`config.mk`:
```
export PLATFORM = sky130hd
export DESIGN_NAME = nw_fill_controller
export DESIGN_NICKNAME = d
export VERILOG_FILES = /design/src/rtl/nw_pkg.sv /design/src/rtl/nw_addr_calc.sv /design/src/rtl/nw_fill_controller.sv
export SDC_FILE = /design/constraint.sdc
export NUM_CORES = 1
export LEC_CHECK = 0
export ABC_AREA = 1
export ABC_CLOCK_PERIOD_IN_PS = 3190
export CAP_MARGIN = 20
export CORE_MARGIN = 4
export CORE_UTILIZATION = 46
export DETAILED_ROUTE_END_ITERATION = 10
export PLACE_DENSITY = 0.76
export SKIP_LAST_GASP = 1
export SYNTH_ARGS = -nofsm -noshare
export SYNTH_HDL_FRONTEND = slang
export SYNTH_SLANG_ARGS = --single-unit
export TNS_END_PERCENT = 1
```
`constraint.sdc`:
```
create_clock -name clk -period 3.19 [get_ports clk]
set_input_delay 0.957 -clock clk [delete_from_list [all_inputs] [get_ports clk]]
set_output_delay 0.957 -clock clk [all_outputs]
set_load 0.01 [all_outputs]
```
`src/rtl/nw_pkg.sv`:
```
// Shared definitions for the Needleman-Wunsch blocks: score width, gap default,
// fill-sequencer state encoding and the score-RAM address width derivation.
package nw_pkg;

    localparam int NW_W   = 8;
    localparam int NW_GAP = -2;

    typedef enum logic [3:0] {
        ST_IDLE     = 4'd0,
        ST_INIT_ROW = 4'd1,
        ST_INIT_COL = 4'd2,
        ST_RD_DIAG  = 4'd3,
        ST_RD_UP    = 4'd4,
        ST_RD_LEFT  = 4'd5,
        ST_CAP_LEFT = 4'd6,
        ST_PE_START = 4'd7,
        ST_PE_WAIT  = 4'd8,
        ST_WRITE    = 4'd9,
        ST_DONE     = 4'd10
    } fill_state_e;

    // Address width of an (n+1)x(n+1) score matrix stored row-major.
    function automatic int addr_w(input int n);
        return $clog2((n + 1) * (n + 1));
    endfunction

endpackage

```
`src/rtl/nw_addr_calc.sv`:
```
// Row-major score-matrix address: addr = row*(N+1) + col.
module nw_addr_calc
    import nw_pkg::*;
#(
    parameter int N       = 2,
    parameter int BitAddr = $clog2(N + 1),
    parameter int ADDR_W  = addr_w(N)
) (
    input  logic [BitAddr:0]  row,
    input  logic [BitAddr:0]  col,
    output logic [ADDR_W-1:0] addr
);

    // Pure combinational index-to-address mapping.
    always_comb begin
        addr = ADDR_W'(32'(row) * (N + 1) + 32'(col));
    end

endmodule

```
`src/rtl/nw_fill_controller.sv`:
```
// Score-matrix fill sequencer: writes gap boundaries, then walks interior cells
// row-major, fetching neighbours for the scoring PE and writing back its result.
module nw_fill_controller
    import nw_pkg::*;
#(
    parameter int N       = 2,
    parameter int BitAddr = $clog2(N + 1),
    parameter int ADDR_W  = addr_w(N),
    parameter int W       = NW_W,
    parameter int GAP     = NW_GAP
) (
    input  logic              clk,
    input  logic              rst,
    input  logic              start,
    output logic [ADDR_W-1:0] ram_addr,
    output logic              ram_we,
    output logic [W-1:0]      ram_wdata,
    input  logic [W-1:0]      ram_rdata,
    output logic              pe_start,
    output logic [W-1:0]      pe_diag,
    output logic [W-1:0]      pe_up,
    output logic [W-1:0]      pe_left,
    input  logic              pe_done,
    input  logic [W-1:0]      pe_score,
    output logic [BitAddr:0]  i,
    output logic [BitAddr:0]  j,
    output logic              busy,
    output logic              done
);

    localparam int            IW    = BitAddr + 1;
    localparam logic [IW-1:0] LAST  = IW'(N);
    localparam logic [IW-1:0] ONE   = IW'(1);
    localparam logic [W-1:0]  GAP_W = W'(GAP);

    fill_state_e       state_r;
    logic [W-1:0]      gap_r;
    logic [IW-1:0]     nxt_row_s;
    logic [IW-1:0]     nxt_col_s;
    logic [ADDR_W-1:0] nxt_addr_s;

    // Matrix coordinate the RAM port must present in the following cycle,
    // so that ram_addr can be registered alongside the state it belongs to.
    always_comb begin
        nxt_row_s = i;
        nxt_col_s = j;
        case (state_r)
            ST_IDLE: begin
                nxt_row_s = '0;
                nxt_col_s = '0;
            end
            ST_INIT_ROW: begin
                if (j == LAST) begin
                    nxt_row_s = ONE;
                    nxt_col_s = '0;
                end else begin
                    nxt_row_s = '0;
                    nxt_col_s = j + ONE;
                end
            end
            ST_INIT_COL: begin
                if (i == LAST) begin
                    nxt_row_s = '0;
                    nxt_col_s = '0;
                end else begin
                    nxt_row_s = i + ONE;
                    nxt_col_s = '0;
                end
            end
            ST_RD_DIAG: begin
                nxt_row_s = i - ONE;
                nxt_col_s = j;
            end
            ST_RD_UP: begin
                nxt_row_s = i;
                nxt_col_s = j - ONE;
            end
            ST_WRITE: begin
                // Diagonal of the next cell: (i-1,j) along a row, (i,0) on wrap.
                if (j != LAST) begin
                    nxt_row_s = i - ONE;
                    nxt_col_s = j;
                end else if (i != LAST) begin
                    nxt_row_s = i;
                    nxt_col_s = '0;
                end else begin
                    nxt_row_s = i;
                    nxt_col_s = j;
                end
            end
            default: begin
                nxt_row_s = i;
                nxt_col_s = j;
            end
        endcase
    end

    nw_addr_calc #(
        .N       (N),
        .BitAddr (BitAddr),
        .ADDR_W  (ADDR_W)
    ) u_addr_calc (
        .row  (nxt_row_s),
        .col  (nxt_col_s),
        .addr (nxt_addr_s)
    );

    // Fill FSM with all outputs registered for the state being entered.
    always_ff @(posedge clk or negedge rst) begin
        if (!rst) begin
            state_r   <= ST_IDLE;
            gap_r     <= '0;
            ram_addr  <= '0;
            ram_we    <= 1'b0;
            ram_wdata <= '0;
            pe_start  <= 1'b0;
            pe_diag   <= '0;
            pe_up     <= '0;
            pe_left   <= '0;
            i         <= '0;
            j         <= '0;
            busy      <= 1'b0;
            done      <= 1'b0;
        end else begin
            ram_addr <= nxt_addr_s;
            ram_we   <= 1'b0;
            pe_start <= 1'b0;
            done     <= 1'b0;
            case (state_r)
                ST_IDLE: begin
                    if (start) begin
                        state_r   <= ST_INIT_ROW;
                        i         <= '0;
                        j         <= '0;
                        gap_r     <= GAP_W;
                        ram_we    <= 1'b1;
                        ram_wdata <= '0;
                        busy      <= 1'b1;
                    end else begin
                        state_r <= ST_IDLE;
                    end
                end
                ST_INIT_ROW: begin
                    ram_we <= 1'b1;
                    if (j == LAST) begin
                        // Column boundary restarts the accumulator at one gap.
                        state_r   <= ST_INIT_COL;
                        i         <= ONE;
                        j         <= '0;
                        ram_wdata <= GAP_W;
                        gap_r     <= GAP_W + GAP_W;
                    end else begin
                        j         <= j + ONE;
                        ram_wdata <= gap_r;
                        gap_r     <= gap_r + GAP_W;
                    end
                end
                ST_INIT_COL: begin
                    if (i == LAST) begin
                        state_r <= ST_RD_DIAG;
                        i       <= ONE;
                        j       <= ONE;
                    end else begin
                        i         <= i + ONE;
                        ram_we    <= 1'b1;
                        ram_wdata <= gap_r;
                        gap_r     <= gap_r + GAP_W;
                    end
                end
                ST_RD_DIAG: begin
                    state_r <= ST_RD_UP;
                end
                ST_RD_UP: begin
                    pe_diag <= ram_rdata;
                    state_r <= ST_RD_LEFT;
                end
                ST_RD_LEFT: begin
                    pe_up   <= ram_rdata;
                    state_r <= ST_CAP_LEFT;
                end
                ST_CAP_LEFT: begin
                    pe_left  <= ram_rdata;
                    pe_start <= 1'b1;
                    state_r  <= ST_PE_START;
                end
                ST_PE_START: begin
                    state_r <= ST_PE_WAIT;
                end
                ST_PE_WAIT: begin
                    if (pe_done) begin
                        ram_we    <= 1'b1;
                        ram_wdata <= pe_score;
                        state_r   <= ST_WRITE;
                    end else begin
                        state_r <= ST_PE_WAIT;
                    end
                end
                ST_WRITE: begin
                    if (j != LAST) begin
                        j       <= j + ONE;
                        state_r <= ST_RD_DIAG;
                    end else if (i != LAST) begin
                        i       <= i + ONE;
                        j       <= ONE;
                        state_r <= ST_RD_DIAG;
                    end else begin
                        done    <= 1'b1;
                        state_r <= ST_DONE;
                    end
                end
                ST_DONE: begin
                    busy    <= 1'b0;
                    state_r <= ST_IDLE;
                end
                default: begin
                    busy    <= 1'b0;
                    state_r <= ST_IDLE;
                end
            endcase
        end
    end

endmodule
```
==> results of run 1 <==
state kept, by name, summed over array words and instances (netlist names):
| register | flops |
|---|---|
| gap_r | 7 |
| ram_wdata | 8 |
| busy | 1 |
| pe_left | 8 |
| ram_addr | 4 |
| ram_we | 1 |
| pe_up | 8 |
| pe_start | 1 |
| done | 1 |
| state_r | 4 |
| i | 3 |
| j | 3 |
| pe_diag | 8 |
metrics by stage:
| step | util, % | instance area (um2) | setup WS [ns] | total power, mW | hold slack, ns |
|---|---|---|---|---|---|
| 3_3_place_gp | 60.08 | 3859 | 0.1860 | 3.525 | 0.4657 |
| 3_5_place_dp | 60.08 | 3859 | 0.01665 | 3.593 | 0.4715 |
| 5_1_grt | 64.25 | 4126 | 0.005497 | 4.712 | 0.5089 |
| 6_report | 64.25 | 4126 | 0.2106 | 4.351 | 0.4875 |
| 2_1_floorplan | - | 3072 | 0.07521 | 2.704 | 0.4514 |
| 4_1_cts | 63.12 | 4054 | 0.007609 | 4.289 | 0.4920 |
critical path, delay by kind of cell (launching register included):
kind | cells | cell delay, ns
adders and majority gates | 4 | 1.34
buffers and inverters | 6 | 0.38
DFF | 1 | 0.39
AOI/OAI and AO/OA | 2 | 0.23
xor gates and xnor gates | 1 | 0.16
and+or+nand+nor | 5 | 0.41
path summary, 6_finish.rpt:
path / start / endpoint / slack (ns) / cells past startpoint
max reg2reg: i[0] / ram_addr[3] / 0.21 / 18
max: i[0] / ram_addr[3] / 0.21 / 18
max in group asynchronous: rst / pe_diag[4] / 1.94 / 2
min reg2reg: pe_up[0] / pe_up[0] / 0.49 / 2
min: pe_up[0] / pe_up[0] / 0.49 / 2
min in group asynchronous: rst / pe_diag[6] / 0.66 / 1
per-layer routing:
metal  global-route usage (%)  vias to the layer above  wire length, um
met1                    24.16                     1227             3233
met3                    5.259                       12              540
met4                    7.024                        0              124
met5                        0                        -                0
li1                         -                     1342                -
met2                    29.76                       99             3352
what timing repair did:
| item | CTS | global route |
|---|---|---|
| gates resized for setup | 0 | 16 |
| hold buffers | 0 | 0 |
| hold endpoints to repair | 0 | 0 |
| endpoints found under the setup margin | 0 | 1 |
| buffers inserted | 0 | 4 |
area by class of cell:
class                   instances  area share, %
flip-flops and latches         57          34.60
well taps                      77          2.335
inverters                      61          5.670
clock buffers                  10          3.093
multi-input cells             242          34.35
clock inverters                 6          1.637
repair buffers                 78          18.31
cell usage after synthesis, drive strengths merged (2+ instances only):
| cell | instances |
|---|---|
| nand2 | 96 |
| inv | 60 |
| o21ai | 58 |
| dfrtp | 57 |
| nor2 | 25 |
| nand3 | 22 |
| ha | 10 |
| a21oi | 8 |
| o211ai | 6 |
| buf | 3 |
| fa | 3 |
| nand4 | 3 |
| nor3 | 2 |
| o31ai | 2 |
cells by family after synthesis:
kind of cell / synth area share, %
AND/OR/NAND/NOR: 22.77
buffers and inverters: 8.757
XOR/XNOR: 0.2852
AO/OA/AOI/OAI: 15.72
adder cells (fa/ha/maj): 6.029
flip-flops: 46.44
report_power, final:
group / total (mW) / internal [mW] / switching (mW) / leakage, nW
clock: 0.675 / 0.363 / 0.311 / 0.0929
sequential: 1.22 / 1.03 / 0.184 / 0.696
combinational: 2.46 / 1.07 / 1.39 / 1.21
==> results summary, run 1 <==
The multi-input combinational cells in the finished layout cover a total of approximately 1400 um2. The slowest stage of the critical path is the sky130_fd_sc_hd__fa_1 cell. The final sum of negative setup slack came out at 0 ns.

The instance count of the mapped netlist is about 360. The Yosys step of the flow raised 0 warnings. The floorplan step set the die height to roughly 90 um.

The post-route netlist has about a fifth of its cells at a drive strength greater than 1. Detailed placement finished with a half-perimeter wire length of roughly 5.4 mm. The number of max-slew violations in the final report came out at 0. The synthesis-to-finish area growth is 34.34%. The average routed wire per standard cell came out at about 14 um. The number of iterations in the first detailed-routing pass is 5.

The sequential standard cell area is 1428 um2. The number of global-route vias before repair is around 2700. The first global-routing pass estimated between 10 and 15 mm of wire.

Among all flip-flop cells after synthesis, the most frequent one is sky130_fd_sc_hd__dfrtp_1. For the pin with the worst max-slew slack, the measured transition is about 0.69 ns. The register bit total from synthesis came out at between 50 and 60. The share of flip-flops with an asynchronous set or reset after synthesis came out at 100.0%. The type of origin of the critical path is a flip-flop. The data required time at the worst endpoint came out at between 3 and 4 ns. TritonCTS built the clock tree. In the layout the commonest cells are sky130_fd_sc_hd__nand2_1, sky130_fd_sc_hd__clkdlybuf4s50_1, sky130_fd_sc_hd__dfrtp_1.

The number of nets in the final layout is just under 500. For the finished layout, the period the worst path requires is 2.979 ns. The die covers 8049 um2. The total count of hold-check failures in the final report came out at 0.

The portion of the post-synthesis area used by sequential elements is around 46%. The worst hold path belongs to the class flip-flop to flip-flop. The setup path with the least slack is of type flip-flop to flip-flop. Of all nets on the critical path, the largest fanout is 6. The final wirelength is roughly 7.3 mm.

The number of nets handed over by synthesis was just under 400. The worst setup path is captured at a flip-flop. The peak supply drop came out at 0.5056 mV. Dividing total power by cell area gives a power density of roughly 1100 nW/um2. Headroom to the max-slew limit came out at between 50% and 60%.

The number of DRC markers after the initial detailed-route iteration came out at 230. The maximum level of the CTS H-tree is 3. The insertion delay of the later-clocked pin in the worst-skew pair came out at between 0.3 and 0.4 ns.

The number of maximum-capacitance constraint violations is 0. The final weighted congestion in routability-driven placement came out at between 0.9 and 1. The setup-violating endpoint count in the final report is 0. The total number of clock tree sinks came out at 57. Setup repair after global routing left no endpoint under its margin. In the finished design, the share of the clock period the worst path needs comes to about 93%. The pin count of the biggest net entering global routing is 30. Traced cell by cell, the critical path runs through inv_2 > ha_1 > nand2_2 > nand2_4 > inv_2 > nand2_1 > o21ai_1 > o21bai_4 > inv_1 > fa_1 > inv_1 > ha_1 > fa_2 > xor2_2 > inv_1 > nand3_1 > nand2_1 > inv_1. The number of nets with antenna violations after routing came out at 0. The clock transition at the register clock pins on the worst setup and hold paths after CTS is approximately 0.070 ns. The number of cells after detailed placement is about 500. Summed over all cells, the static leakage comes to around 2 nW.

The standard cell core area is approximately 6400 um2. The highest clock rate came out at around 340 MHz. The width of the die is between 80 and 90 um. The post-synthesis cell area is around 3000 um2.

In the post-synthesis netlist, the biggest area contributors are sky130_fd_sc_hd__dfrtp_1, sky130_fd_sc_hd__nand2_1, sky130_fd_sc_hd__inv_1, sky130_fd_sc_hd__o21ai_0, sky130_fd_sc_hd__o21ai_2. The non-filler instance count after layout is roughly 530. sky130_fd_sc_hd__dfrtp_1 takes more of the synthesized area than any other cell. No sink is reached through more buffers than the 2 on the longest clock path. The final routed DRC violation total is 0. The effective utilization at floorplan came out at 47.83%.

The total via count in the routed design is approximately 2700. The critical path data arrival time is 3.21 ns. The cell sitting at the root of the clock tree is a sky130_fd_sc_hd__clkbuf_8. Fill cells in the final layout number about 520.

The remaining global-route overflow came out at 0. The number of ports placed on the die boundary came out at between 60 and 70. The clock buffer count from CTS came out at 9.

The clock tree skew after final layout is slightly below 0.01 ns. The run finished with clean final reports. The site row count is 29. The number of antenna violations at the first check in global routing is 0.

Yosys mapped a number of flops with a built-in enable equal to 0. The repair_antennas step left the layout with diodes totalling 0. The per-instance average area after synthesis is between 8 and 9 um2.

The fraction of synthesized cell area taken by the top area cell type is 46.44%. The number of vias per cell after detailed routing came out at around 5. By instance count, the cell type seen most on the critical path is sky130_fd_sc_hd__inv_1. Leaving out fill and tap cells, the most frequent cell in the layout is sky130_fd_sc_hd__nand2_1. The all-layer global routing usage came out at 18.63%. The netlist uses 33 different library cells. The count of port buffers added during placement is between 60 and 70. The largest stage delay on the critical path came out at just over 0.5 ns.
No activity file was read; power rests on OpenSTA's default activity.
==> run 2: changes to the inputs <==
Settings changed: RECOVER_POWER set to 100.
==> run 2 against run 1 <==
Compared with the run above:
- the flow now finishes with violations (max-capacitance violations, max-slew violations)
- worst hold slack is essentially flat
- via count grew 0.90%
- clock-buffer cell count is the same
- sequential share of layout area is essentially flat
- register-to-register slack is essentially flat
- sequential power is essentially flat
- core utilization is essentially flat
- critical endpoint unchanged
- highest routed layer unchanged
==> results summary, run 2 (synthesis gave the netlist of run 1 again) <==
The clock buffer count from CTS came out at 9 (unchanged). The average routed wire per standard cell came out at 13.64 um (was 13.65 um). The total leakage power was 1.994 nW (was 1.997 nW). The depth of the most critical reg-to-reg path came to 18 (unchanged). The transition time at the pin with the least slew margin came out at 1.599 ns (was 0.6876 ns). The cell area after layout is 4125 um2 (was 4126 um2). The remaining global-route overflow is 0 (unchanged).

The number of nets in the final layout came out at 482 (unchanged). The type of origin of the critical path was a flip-flop (unchanged). The wire length of the first global-routing pass is 12.31 mm (unchanged). The shortest period the worst path allows came out at 2.983 ns (was 2.979 ns). The effective utilization at floorplan came out at 47.83% (unchanged). The final design utilization came out at 64.23% (was 64.25%). The terminus of the critical flop-to-flop path is ram_addr[3] (unchanged). The checks that failed: max-capacitance violations, max-slew violations. The most common cell after layout, fill and taps aside is sky130_fd_sc_hd__nand2_1 (unchanged). The count of port buffers added during placement came to 65 (unchanged). The width of the die was 89.72 um (unchanged).

The total number of clock tree sinks is 57 (unchanged). Highest-count cells in the layout ignoring fill and taps: sky130_fd_sc_hd__nand2_1, sky130_fd_sc_hd__clkdlybuf4s50_1, sky130_fd_sc_hd__dfrtp_1 (unchanged). The non-filler instance count after layout is 531 (unchanged). The site row count is 29 (unchanged).

The number of buffers between clock root and the deepest sink came out at 2 (unchanged). The number of ports placed on the die boundary came out at 66 (unchanged). The number of max-slew violations in the final report is 29 (was 0).

The final worst-path cycle share is 93.52% (was 93.40%). The clock tree from TritonCTS was yes (unchanged). The standard cell core area came out at 6422 um2 (unchanged). The share of cells above drive strength 1 is 18.50% (was 18.72%). The all-layer global routing usage was 18.63% (unchanged). The maximum level of the CTS H-tree is 3 (unchanged). The critical path launch point is i[0] (unchanged). The number of iterations in the first detailed-routing pass is 5 (unchanged).

The final wirelength is 7.241 mm (was 7.250 mm). The pin count of the biggest net entering global routing is 30 (unchanged). The cell chosen for the clock root is sky130_fd_sc_hd__clkbuf_8 (unchanged).

The highest clock rate was 335.2 MHz (was 335.6 MHz). The final routed DRC violation total was 0 (unchanged). The normalized max-slew margin is -6.624% (was 54.16%). The class of the most critical hold timing path is flip-flop to flip-flop (unchanged). The number of cells after detailed placement is 511 (unchanged). The area of placed instances was 3859 um2 (unchanged). The number of vias per cell after detailed routing is 5.092 (was 5.047). The number of inserted diodes is 0 (unchanged). The worst hold slack after final layout is 0.4875 ns (about the same). The peak supply drop came out at 0.5055 mV (was 0.5056 mV).

The power density over cell area is 1055 nW/um2 (was 1054 nW/um2). The minimum setup slack in the final design was 0.2066 ns (was 0.2106 ns). Setup repair after global routing missed its margin: false (unchanged).

The insertion delay of the later-clocked pin in the worst-skew pair came out at 0.34 ns (about the same). The total via count in the routed design is 2704 (was 2680). The sum of internal, switching and leakage power was 4.353 mW (was 4.351 mW).

The setup slack of the most critical reg-to-reg path was 0.21 ns (about the same). The type of the worst setup path is flip-flop to flip-flop (unchanged). The worst-path maximum fanout is 6 (unchanged).

The clock transition at the register clock pins on the worst setup and hold paths after CTS came out at 0.07 ns (about the same). The final weighted congestion in routability-driven placement is 0.9618 (unchanged). The data required time at the worst endpoint is 3.43 ns (was 3.42 ns). The number of antenna violations at the first check in global routing is 0 (unchanged).

The critical path data arrival time was 3.22 ns (was 3.21 ns). The number of maximum-capacitance constraint violations came out at 1 (was 0). Status: finished with violations (was finished, final reports clean). The number of global-route vias before repair came to 2650 (unchanged). The timing endpoint of the critical path is ram_addr[3] (unchanged). The setup-violating endpoint count in the final report is 0 (unchanged). The synthesis-to-finish area growth is 34.30% (was 34.34%).

The height of the chip came out at 89.72 um (unchanged). The nature of the critical path endpoint is a flip-flop (unchanged). The HPWL reported at the end of detailed placement came out at 5.426 mm (unchanged).

The final sum of negative setup slack came out at 0 ns (unchanged). The number of DRC markers after the initial detailed-route iteration came out at 229 (was 230). The count of fill cells added during filler insertion is 517 (was 519).

The post-place setup slack came out at 0.01665 ns (unchanged). The die outline area came out at 8049 um2 (unchanged). The total count of hold-check failures in the final report is 0 (unchanged).

The clock tree skew after final layout was 0.01102 ns (was 0.009882 ns). The worst reg2reg path startpoint is i[0] (unchanged). The number of nets with antenna violations after routing came out at 0 (unchanged).
run 2: cell types whose count changed in the layout (fill, tap and decap cells not counted), sizes merged:
cell / before / now
buf: 14 / 13
clkbuf: 10 / 11
run 2: worst max-delay path, cell delays in order (launching register included):
cell and delay [ns]:
sky130_fd_sc_hd__dfrtp_1 0.39, sky130_fd_sc_hd__inv_2 0.08, sky130_fd_sc_hd__ha_1 0.21, sky130_fd_sc_hd__nand2_2 0.12, sky130_fd_sc_hd__nand2_4 0.10, sky130_fd_sc_hd__inv_2 0.08
sky130_fd_sc_hd__nand2_1 0.05, sky130_fd_sc_hd__o21ai_1 0.08, sky130_fd_sc_hd__o21bai_4 0.15, sky130_fd_sc_hd__inv_1 0.08, sky130_fd_sc_hd__fa_1 0.51, sky130_fd_sc_hd__inv_1 0.05
sky130_fd_sc_hd__ha_1 0.21, sky130_fd_sc_hd__fa_2 0.41, sky130_fd_sc_hd__xor2_2 0.16, sky130_fd_sc_hd__inv_1 0.06, sky130_fd_sc_hd__nand3_1 0.07, sky130_fd_sc_hd__nand2_1 0.07
sky130_fd_sc_hd__inv_1 0.03
run 2: worst min-delay path by stage:
stage          startpoint        to  slack, ns  cells after the start
2_1_floorplan    gap_r[7]  gap_r[7]       0.45                      2
3_3_place_gp     pe_up[0]  pe_up[0]       0.47                      2
3_5_place_dp     pe_up[7]  pe_up[7]       0.47                      2
4_1_cts          pe_up[7]  pe_up[7]       0.49                      2
5_1_grt          pe_up[2]  pe_up[2]       0.51                      2
6_report         pe_up[0]  pe_up[0]       0.49                      2
run 2: what timing repair did:
item	4_1_cts	5_1_grt
buffers inserted	0	4
gates resized for setup	0	16
endpoints found under the setup margin	0	1
hold buffers	0	0
run 2: final cells by class:
| cell class | count | area [um2] | share of cell area [%] |
|---|---|---|---|
| Multi-Input combinational cell | 242 | 1418 | 34.36 |
| Tap cell | 77 | 96.34 | 2.335 |
| Clock inverter | 6 | 67.56 | 1.638 |
| Inverter | 61 | 234.0 | 5.672 |
| Sequential cell | 57 | 1428 | 34.61 |
| Timing Repair Buffer | 78 | 754.5 | 18.29 |
| Clock buffer | 10 | 127.6 | 3.094 |
run 2: power breakdown:
part	total, mW	internal, mW	switching (mW)
clock network	0.676	0.363	0.313
registers	1.22	1.03	0.184
logic	2.46	1.07	1.39
total	4.35	2.47	1.89
run 2: metal layers:
layer	vias up	GRT usage (%)	share of wire, %	wire length [um]
met2	103	29.76	47	3382
met3	11	5.259	7.1	517
met4	0	7.024	1.6	115
met1	1242	24.16	45	3226
met5	-	0	0	0
li1	1348	-	-	-
==> run 3: changes to the inputs <==
Settings changed: CTS_CLUSTER_DIAMETER set to 30.
==> results of run 3 <==
Final layout, timing and power as in run 2 (identical DEF).
